<file path="src/rtl/game_pkg.sv">
// game_pkg: shared state encoding and counter widths for the round sequencer.
// The ST_* state values are also consumed by draw_background, uart_top and
// ran_num_gen, so their encoding must not change.
package game_pkg;

   localparam int unsigned STATE_W     = 2;
   localparam int unsigned FRAME_CNT_W = 7;   // frames within one second (FRAMES_PER_SEC <= 127)
   localparam int unsigned DUCK_CNT_W  = 8;   // frames since last duck respawn (<= 255)
   localparam int unsigned SEC_CNT_W   = 6;   // seconds spent in WAIT / SCORE (<= 63)
   localparam int unsigned TIME_W      = 6;   // round seconds remaining (<= 63)

   typedef enum logic [STATE_W-1:0] {
      ST_IDLE  = 2'd0,
      ST_WAIT  = 2'd1,
      ST_GAME  = 2'd2,
      ST_SCORE = 2'd3
   } game_state_e;

endpackage

</file>
<file path="src/rtl/game_round_ctl_if.sv">
// game_round_ctl_if: event inputs and sequencing outputs of the round controller.
//   vsync_in, play_clicked, uart_start, duck_hit, mouse_right : sources -> controller
//   state, round_start, respawn, game_over, time_left        : controller -> consumers
// master = the surrounding system (drives events), slave = game_round_ctl.
interface game_round_ctl_if;
   import game_pkg::*;

   logic                vsync_in;
   logic                play_clicked;
   logic                uart_start;
   logic                duck_hit;
   logic                mouse_right;
   logic [STATE_W-1:0]  state;
   logic                round_start;
   logic                respawn;
   logic                game_over;
   logic [TIME_W-1:0]   time_left;

   modport master (
      output vsync_in, play_clicked, uart_start, duck_hit, mouse_right,
      input  state, round_start, respawn, game_over, time_left
   );

   modport slave (
      input  vsync_in, play_clicked, uart_start, duck_hit, mouse_right,
      output state, round_start, respawn, game_over, time_left
   );

endinterface

</file>
<file path="src/rtl/sec_tick_gen.sv">
// sec_tick_gen: vsync rising-edge detector and frame prescaler.
//   clk, rst_n  : clock, async active-low reset
//   vsync_in    : raw vsync pulse from vga_timing
//   en          : count frames (controller is out of IDLE)
//   clr         : controller state changes this cycle; restart the second
//   frame_edge  : 1-cycle pulse, one cycle after each accepted vsync rise
//   sec_tick    : 1-cycle pulse on every FRAMES_PER_SEC-th accepted rise
// A rise that coincides with clr or !en is dropped from both outputs so the
// duck schedule and the second count always agree on which frames belong
// to the current state.
module sec_tick_gen
   import game_pkg::*;
#(
   parameter int unsigned FRAMES_PER_SEC = 70
) (
   input  logic clk,
   input  logic rst_n,
   input  logic vsync_in,
   input  logic en,
   input  logic clr,
   output logic frame_edge,
   output logic sec_tick
);

   localparam logic [FRAME_CNT_W-1:0] FRAME_LAST = FRAME_CNT_W'(FRAMES_PER_SEC - 1);

   logic                   vsync_q;
   logic [FRAME_CNT_W-1:0] frame_cnt_q;
   logic                   rise_c;
   logic                   take_c;

   assign rise_c = vsync_in & ~vsync_q;
   assign take_c = rise_c & en & ~clr;

   // Edge register, prescaler and registered pulses.
   always_ff @(posedge clk or negedge rst_n) begin
      if (!rst_n) begin
         vsync_q     <= 1'b0;
         frame_cnt_q <= '0;
         frame_edge  <= 1'b0;
         sec_tick    <= 1'b0;
      end else begin
         vsync_q    <= vsync_in;
         frame_edge <= take_c;
         sec_tick   <= 1'b0;
         if (clr || !en) begin
            frame_cnt_q <= '0;
         end else if (rise_c) begin
            if (frame_cnt_q == FRAME_LAST) begin
               frame_cnt_q <= '0;
               sec_tick    <= 1'b1;
            end else begin
               frame_cnt_q <= frame_cnt_q + FRAME_CNT_W'(1);
            end
         end
      end
   end

endmodule

</file>
<file path="src/rtl/game_round_ctl.sv">
// game_round_ctl: IDLE/WAIT/GAME/SCORE round sequencer for the duck game.
//   pclk, rst_n : pixel clock, async active-low reset
//   bus (slave) : vsync_in, play_clicked, uart_start, duck_hit, mouse_right in;
//                 state, round_start, respawn, game_over, time_left out (all registered)
// Time base is vsync frames; sec_tick_gen turns them into seconds.
module game_round_ctl
   import game_pkg::*;
#(
   parameter int unsigned FRAMES_PER_SEC      = 70,
   parameter int unsigned ROUND_SEC           = 30,
   parameter int unsigned DUCK_TIMEOUT_FRAMES = 105,
   parameter int unsigned WAIT_TIMEOUT_SEC    = 20,
   parameter int unsigned SCORE_HOLD_SEC      = 10
) (
   input  logic              pclk,
   input  logic              rst_n,
   game_round_ctl_if.slave   bus
);

   localparam logic [DUCK_CNT_W-1:0] DUCK_LAST  = DUCK_CNT_W'(DUCK_TIMEOUT_FRAMES - 1);
   localparam logic [SEC_CNT_W-1:0]  WAIT_LAST  = SEC_CNT_W'(WAIT_TIMEOUT_SEC - 1);
   localparam logic [SEC_CNT_W-1:0]  HOLD_LAST  = SEC_CNT_W'(SCORE_HOLD_SEC - 1);
   localparam logic [TIME_W-1:0]     ROUND_TIME = TIME_W'(ROUND_SEC);

   game_state_e            state_q, state_d;
   logic                   opp_q, opp_d;
   logic [TIME_W-1:0]      time_q, time_d;
   logic [DUCK_CNT_W-1:0]  duck_q, duck_d;
   logic [SEC_CNT_W-1:0]   sec_q, sec_d;
   logic                   round_start_q, round_start_d;
   logic                   respawn_q, respawn_d;
   logic                   game_over_q, game_over_d;

   logic                   frame_edge;
   logic                   sec_tick;
   logic                   opp_any_c;
   logic                   tick_en_c;
   logic                   tick_clr_c;

   assign opp_any_c  = opp_q | bus.uart_start;
   assign tick_en_c  = (state_q != ST_IDLE);
   assign tick_clr_c = (state_d != state_q);

   // Frame/second time base.
   sec_tick_gen #(
      .FRAMES_PER_SEC (FRAMES_PER_SEC)
   ) u_sec_tick_gen (
      .clk        (pclk),
      .rst_n      (rst_n),
      .vsync_in   (bus.vsync_in),
      .en         (tick_en_c),
      .clr        (tick_clr_c),
      .frame_edge (frame_edge),
      .sec_tick   (sec_tick)
   );

   // State and datapath registers.
   always_ff @(posedge pclk or negedge rst_n) begin
      if (!rst_n) begin
         state_q       <= ST_IDLE;
         opp_q         <= 1'b0;
         time_q        <= '0;
         duck_q        <= '0;
         sec_q         <= '0;
         round_start_q <= 1'b0;
         respawn_q     <= 1'b0;
         game_over_q   <= 1'b0;
      end else begin
         state_q       <= state_d;
         opp_q         <= opp_d;
         time_q        <= time_d;
         duck_q        <= duck_d;
         sec_q         <= sec_d;
         round_start_q <= round_start_d;
         respawn_q     <= respawn_d;
         game_over_q   <= game_over_d;
      end
   end

   // Next-state, countdown, opponent latch and duck schedule.
   always_comb begin
      state_d       = state_q;
      opp_d         = opp_q;
      time_d        = time_q;
      duck_d        = duck_q;
      sec_d         = sec_q;
      round_start_d = 1'b0;
      respawn_d     = 1'b0;
      game_over_d   = 1'b0;

      case (state_q)
         ST_IDLE: begin
            if (bus.play_clicked) begin
               state_d = opp_any_c ? ST_GAME : ST_WAIT;
            end
         end
         ST_WAIT: begin
            if (opp_any_c) begin
               state_d = ST_GAME;
            end else if (bus.mouse_right) begin
               state_d = ST_IDLE;
            end else if (sec_tick) begin
               if (sec_q == WAIT_LAST) state_d = ST_IDLE;
               else                    sec_d   = sec_q + SEC_CNT_W'(1);
            end
         end
         ST_GAME: begin
            // Abort wins over the final tick, so no game_over on abort.
            if (bus.mouse_right) begin
               state_d = ST_IDLE;
            end else if (sec_tick) begin
               if (time_q <= TIME_W'(1)) begin
                  state_d     = ST_SCORE;
                  game_over_d = 1'b1;
                  time_d      = '0;
               end else begin
                  time_d = time_q - TIME_W'(1);
               end
            end
         end
         ST_SCORE: begin
            if (bus.mouse_right) begin
               state_d = ST_IDLE;
            end else if (sec_tick) begin
               if (sec_q == HOLD_LAST) state_d = ST_IDLE;
               else                    sec_d   = sec_q + SEC_CNT_W'(1);
            end
         end
         default: state_d = ST_IDLE;
      endcase

      if ((state_q == ST_IDLE || state_q == ST_WAIT) && bus.uart_start) begin
         opp_d = 1'b1;
      end

      // Entry actions; a leaving GAME cycle never issues a respawn.
      if (state_d != state_q) begin
         sec_d  = '0;
         duck_d = '0;
         if (state_d == ST_GAME) begin
            time_d        = ROUND_TIME;
            round_start_d = 1'b1;
            respawn_d     = 1'b1;
            opp_d         = 1'b0;
         end else if (state_d == ST_IDLE) begin
            time_d = '0;
            opp_d  = 1'b0;
         end
      end else if (state_q == ST_GAME) begin
         if (bus.duck_hit || (frame_edge && duck_q == DUCK_LAST)) begin
            respawn_d = 1'b1;
            duck_d    = '0;
         end else if (frame_edge) begin
            duck_d = duck_q + DUCK_CNT_W'(1);
         end
      end
   end

   assign bus.state       = state_q;
   assign bus.round_start = round_start_q;
   assign bus.respawn     = respawn_q;
   assign bus.game_over   = game_over_q;
   assign bus.time_left   = time_q;

endmodule

</file>
<file path="src/flat_wrapper.sv">
// flat-port wrapper written by rule: the top's interface ports become plain ports
module game_round_ctl_flat import game_pkg::*;
#(
   parameter int unsigned FRAMES_PER_SEC      = 70,
   parameter int unsigned ROUND_SEC           = 30,
   parameter int unsigned DUCK_TIMEOUT_FRAMES = 105,
   parameter int unsigned WAIT_TIMEOUT_SEC    = 20,
   parameter int unsigned SCORE_HOLD_SEC      = 10
)
  (pclk, rst_n, bus_vsync_in, bus_play_clicked, bus_uart_start, bus_duck_hit, bus_mouse_right, bus_state, bus_round_start, bus_respawn, bus_game_over, bus_time_left);
  game_round_ctl_if bus_i ();
  input  logic pclk;
  input  logic rst_n;
  input wire logic [$bits(bus_i.vsync_in)-1:0] bus_vsync_in;
  input wire logic [$bits(bus_i.play_clicked)-1:0] bus_play_clicked;
  input wire logic [$bits(bus_i.uart_start)-1:0] bus_uart_start;
  input wire logic [$bits(bus_i.duck_hit)-1:0] bus_duck_hit;
  input wire logic [$bits(bus_i.mouse_right)-1:0] bus_mouse_right;
  output wire logic [$bits(bus_i.state)-1:0] bus_state;
  output wire logic [$bits(bus_i.round_start)-1:0] bus_round_start;
  output wire logic [$bits(bus_i.respawn)-1:0] bus_respawn;
  output wire logic [$bits(bus_i.game_over)-1:0] bus_game_over;
  output wire logic [$bits(bus_i.time_left)-1:0] bus_time_left;
  assign bus_i.vsync_in = bus_vsync_in;
  assign bus_i.play_clicked = bus_play_clicked;
  assign bus_i.uart_start = bus_uart_start;
  assign bus_i.duck_hit = bus_duck_hit;
  assign bus_i.mouse_right = bus_mouse_right;
  assign bus_state = bus_i.state;
  assign bus_round_start = bus_i.round_start;
  assign bus_respawn = bus_i.respawn;
  assign bus_game_over = bus_i.game_over;
  assign bus_time_left = bus_i.time_left;
  game_round_ctl #(.FRAMES_PER_SEC(FRAMES_PER_SEC), .ROUND_SEC(ROUND_SEC), .DUCK_TIMEOUT_FRAMES(DUCK_TIMEOUT_FRAMES), .WAIT_TIMEOUT_SEC(WAIT_TIMEOUT_SEC), .SCORE_HOLD_SEC(SCORE_HOLD_SEC)) u_core (.pclk(pclk), .rst_n(rst_n), .bus(bus_i));
endmodule
</file>
<file path="config.mk">
export PLATFORM = sky130hd
export DESIGN_NAME = game_round_ctl_flat
export DESIGN_NICKNAME = d
export VERILOG_FILES = /design/src/rtl/game_pkg.sv /design/src/rtl/game_round_ctl_if.sv /design/src/rtl/sec_tick_gen.sv /design/src/rtl/game_round_ctl.sv /design/src/flat_wrapper.sv
export SDC_FILE = /design/constraint.sdc
export NUM_CORES = 1
export LEC_CHECK = 0
export ABC_AREA = 1
export BUFFER_PORTS_ARGS = -buffer_cell sky130_fd_sc_hd__buf_2
export CORE_MARGIN = 4
export CORE_UTILIZATION = 39
export CTS_CLUSTER_SIZE = 8
export DETAILED_ROUTE_END_ITERATION = 10
export GPL_ROUTABILITY_DRIVEN = 0
export PLACE_DENSITY = 0.63
export SETUP_SLACK_MARGIN = 0.05
export SYNTH_ARGS = -nofsm -noshare
export SYNTH_HDL_FRONTEND = slang
export SYNTH_SLANG_ARGS = --single-unit
</file>
<file path="constraint.sdc">
create_clock -name pclk -period 5 [get_ports pclk]
set_clock_uncertainty 0.1 [all_clocks]
set_input_delay 0.75 -clock pclk [delete_from_list [all_inputs] [get_ports pclk]]
set_output_delay 0.75 -clock pclk [all_outputs]
set_load 0.03 [all_outputs]
</file>
==> results.ini <==
[status]
outcome = finished clean

[clock_tree]
cts.clk_slew.worst_paths_ns = 0.09
hold_buffers = 0
cts_buffers = 5
cts_tree = built
insertion_delay_ns = 0.30
post_cts_buffers = 0
cts_resized = 0
ctsHtreeMaxLevel = 2
cts-root-buf = clkbuf_8
clkSinkCount = 36
cts_buffer_depth = 2

[layout]
design_area_sq_um = 2420
fillCellCount = 560
area_delta_synth_final_pct = 10.8
utilization = 0.459
antenna_cells = 0
drive_gt1_frac = 0.175
nets = 305
stdcell_count = 361

[power]
ir_worst_vdd_v = 0.000234
p_leak_nw = 1.11
powerDensity_nw_per_um2 = 465
finalPower_mw = 1.13

[timing]
finalCritPeriodShare = 0.454
maxSlewViolCount = 0
setup_viol = 0
fin_setup_tns_ns = 0
fin_crit_ns = 2.27
hold_viol_final = 0
max_freq_mhz = 441
whs_ns = 0.427
rsz0062_at_grt = false
worst_pin_slew_ns = 0.805
slew-limit-headroom = 0.463
setup_ws_ns = 2.73

[synth]
yosysMostFrequentCell = nand2_1
synth_common_cells = 47 x nand2_1, 36 x dfrtp_1, 34 x nor2_1, 33 x inv_1, 22 x nand3_1
synth_top_area_frac = 0.412
netlist_area_sq_um = 2180
syn-num-nets = 282
synth_edf_count = 0
yosys.cell_types.count = 29
seq_area_frac_synth = 0.412
synth_cells = 267
synthFlopType = dfrtp_1
syn_area_per_cell_sq_um = 8.18
synth-seq-cells = 36
postSynth.asyncResetShare = 1.00
synth_area_leaders = dfrtp_1 41%, nand2_1 8.1%, nor2_1 5.8%
yosysTopAreaCell = dfrtp_1
yosysWarnings = 0

[place]
portBuffers = 17
placed_area_sq_um = 2330
dp.cells = 353
dpl.hpwl_mm = 3.20
pre_cts_ws_ns = 2.48

[die]
start_util = 0.415
num_io_pins = 18
die-area_sq_um = 6860
core_sq_um = 5270
fp-row-count = 26
die_h_microns = 82.8
die_w_microns = 82.8

[detailed_routing]
avgViaCountPerCell = 5.05
drt_iter0_markers = 61
drcViolationCount = 0
detail-route-antenna-nets = 0
first_pass_iters = 5
vias = 1823
drt-wirelength-per-cell_microns = 12.2
routed_wl_mm = 4.39

[setup_path]
ff2ff_path_depth = 12
crit_fanout = 7
arrival_ns = 2.33
cp-endpoint = u_core.bus.time_left[3]$_DFF_PN0_
crit_type = flip-flop to flip-flop
worstPathRequired_ns = 5.06
rr_endpoint = u_core.bus.time_left[3]$_DFF_PN0_
crit_path_end_kind = flip-flop
rrSetupSlack_ns = 2.73
start_kind = flip-flop
r2r_start = u_core.bus.time_left[0]$_DFF_PN0_
startpoint = u_core.bus.time_left[0]$_DFF_PN0_

[global_routing]
grt_pass1_vias = 1723
grt_pass1_wl_mm = 7.93
grt_antenna_before_repair = 0
gr-total-overflow = 0
grt_max_degree = 37
track_usage = 0.138

[job]
max-cap-violations = 0

[min_path]
hp-class = input port to async pin

-- cell families after synthesis --
| kind of cell | after synthesis | share of synthesized area |
|---|---|---|
| AOI/OAI and AO/OA | 24 | 0.0830 |
| xor gates and xnor gates | 9 | 0.0361 |
| adders and majority gates | 8 | 0.0458 |
| buffers and inverters | 39 | 0.0790 |
| DFF | 36 | 0.412 |
| and+or+nand+nor | 151 | 0.344 |
-- where the power goes --
group | switching (mW) | leakage [nW] | internal (mW)
Sequential | 0.0492 | 0.486 | 0.335
Combinational | 0.401 | 0.579 | 0.129
Clock | 0.114 | 0.0479 | 0.0972
Total | 0.565 | 1.11 | 0.561
-- layout by cell type (no fill, tap or decap), types with 2 or more instances in the layout --
cell       n
a21oi_1    9
a21oi_4    5
a22oi_1    2
and3_1     2
buf_2     17
clkbuf_8   5
clkinv_2   2
dfrtp_1   36
ha_1       8
inv_1     33
inv_2      3
nand2_1   47
nand2_2    3
nand3_1   22
nand4_1   17
nor2_1    34
nor2_2     4
nor2_4     4
nor3_1     7
nor3b_1    2
nor4_1     3
o21ai_0    8
or2_2      2
xnor2_1    2
xor2_1     7
-- worst max-delay path: stages, from the launching register on --
cell     delay (ns)
dfrtp_1        0.43
inv_1          0.08
ha_1           0.19
inv_1          0.09
nand2_1        0.06
nand3_1        0.15
nor2_4         0.08
nor2_1         0.12
nand3_1        0.10
nand2_1        0.07
inv_1          0.05
a21oi_1        0.42
o21ai_0        0.18
-- routing by layer --
metal / wire length (microns) / vias up / GRT usage
li1: - / 927 / -
met1: 2080 / 846 / 0.176
met2: 2020 / 44 / 0.227
met3: 238 / 6 / 0.0376
met4: 53 / 0 / 0.0401
met5: 0 / - / 0
-- worst min-delay path by stage --
stage | from | endpoint | slack (ns) | depth (start not counted)
floorplan | rst_n | u_core.bus.game_over$_DFF_PN0_ | 0.35 | 0
global placement | u_core.opp_q$_DFF_PN0_ | u_core.opp_q$_DFF_PN0_ | 0.40 | 2
detailed placement | u_core.opp_q$_DFF_PN0_ | u_core.opp_q$_DFF_PN0_ | 0.41 | 2
CTS | u_core.opp_q$_DFF_PN0_ | u_core.opp_q$_DFF_PN0_ | 0.43 | 2
global route | u_core.opp_q$_DFF_PN0_ | u_core.opp_q$_DFF_PN0_ | 0.44 | 2
finish | rst_n | u_core.bus.time_left[5]$_DFF_PN0_ | 0.43 | 1
-- state kept, by name, indices dropped and copies added, names as in the netlist --
name                               count
u_core.u_sec_tick_gen.frame_cnt_q      7
u_core.bus.respawn                     1
u_core.u_sec_tick_gen.vsync_q          1
u_core.sec_q                           6
u_core.bus.time_left                   6
u_core.u_sec_tick_gen.frame_edge       1
u_core.u_sec_tick_gen.sec_tick         1
u_core.duck_q                          8
u_core.bus.state                       2
u_core.bus.round_start                 1
u_core.bus.game_over                   1
u_core.opp_q                           1
-- cell type report --
| class | instances | area [sq um] | area share |
|---|---|---|---|
| Clock buffer | 5 | 68.8 | 0.0284 |
| Inverter | 37 | 141 | 0.0584 |
| Clock inverter | 3 | 18.8 | 0.00775 |
| Tap cell | 70 | 87.6 | 0.0362 |
| Timing Repair Buffer | 18 | 92.6 | 0.0382 |
| Multi-Input combinational cell | 192 | 1110 | 0.459 |
| Sequential cell | 36 | 901 | 0.372 |
Power figures use the tool's default switching activity.
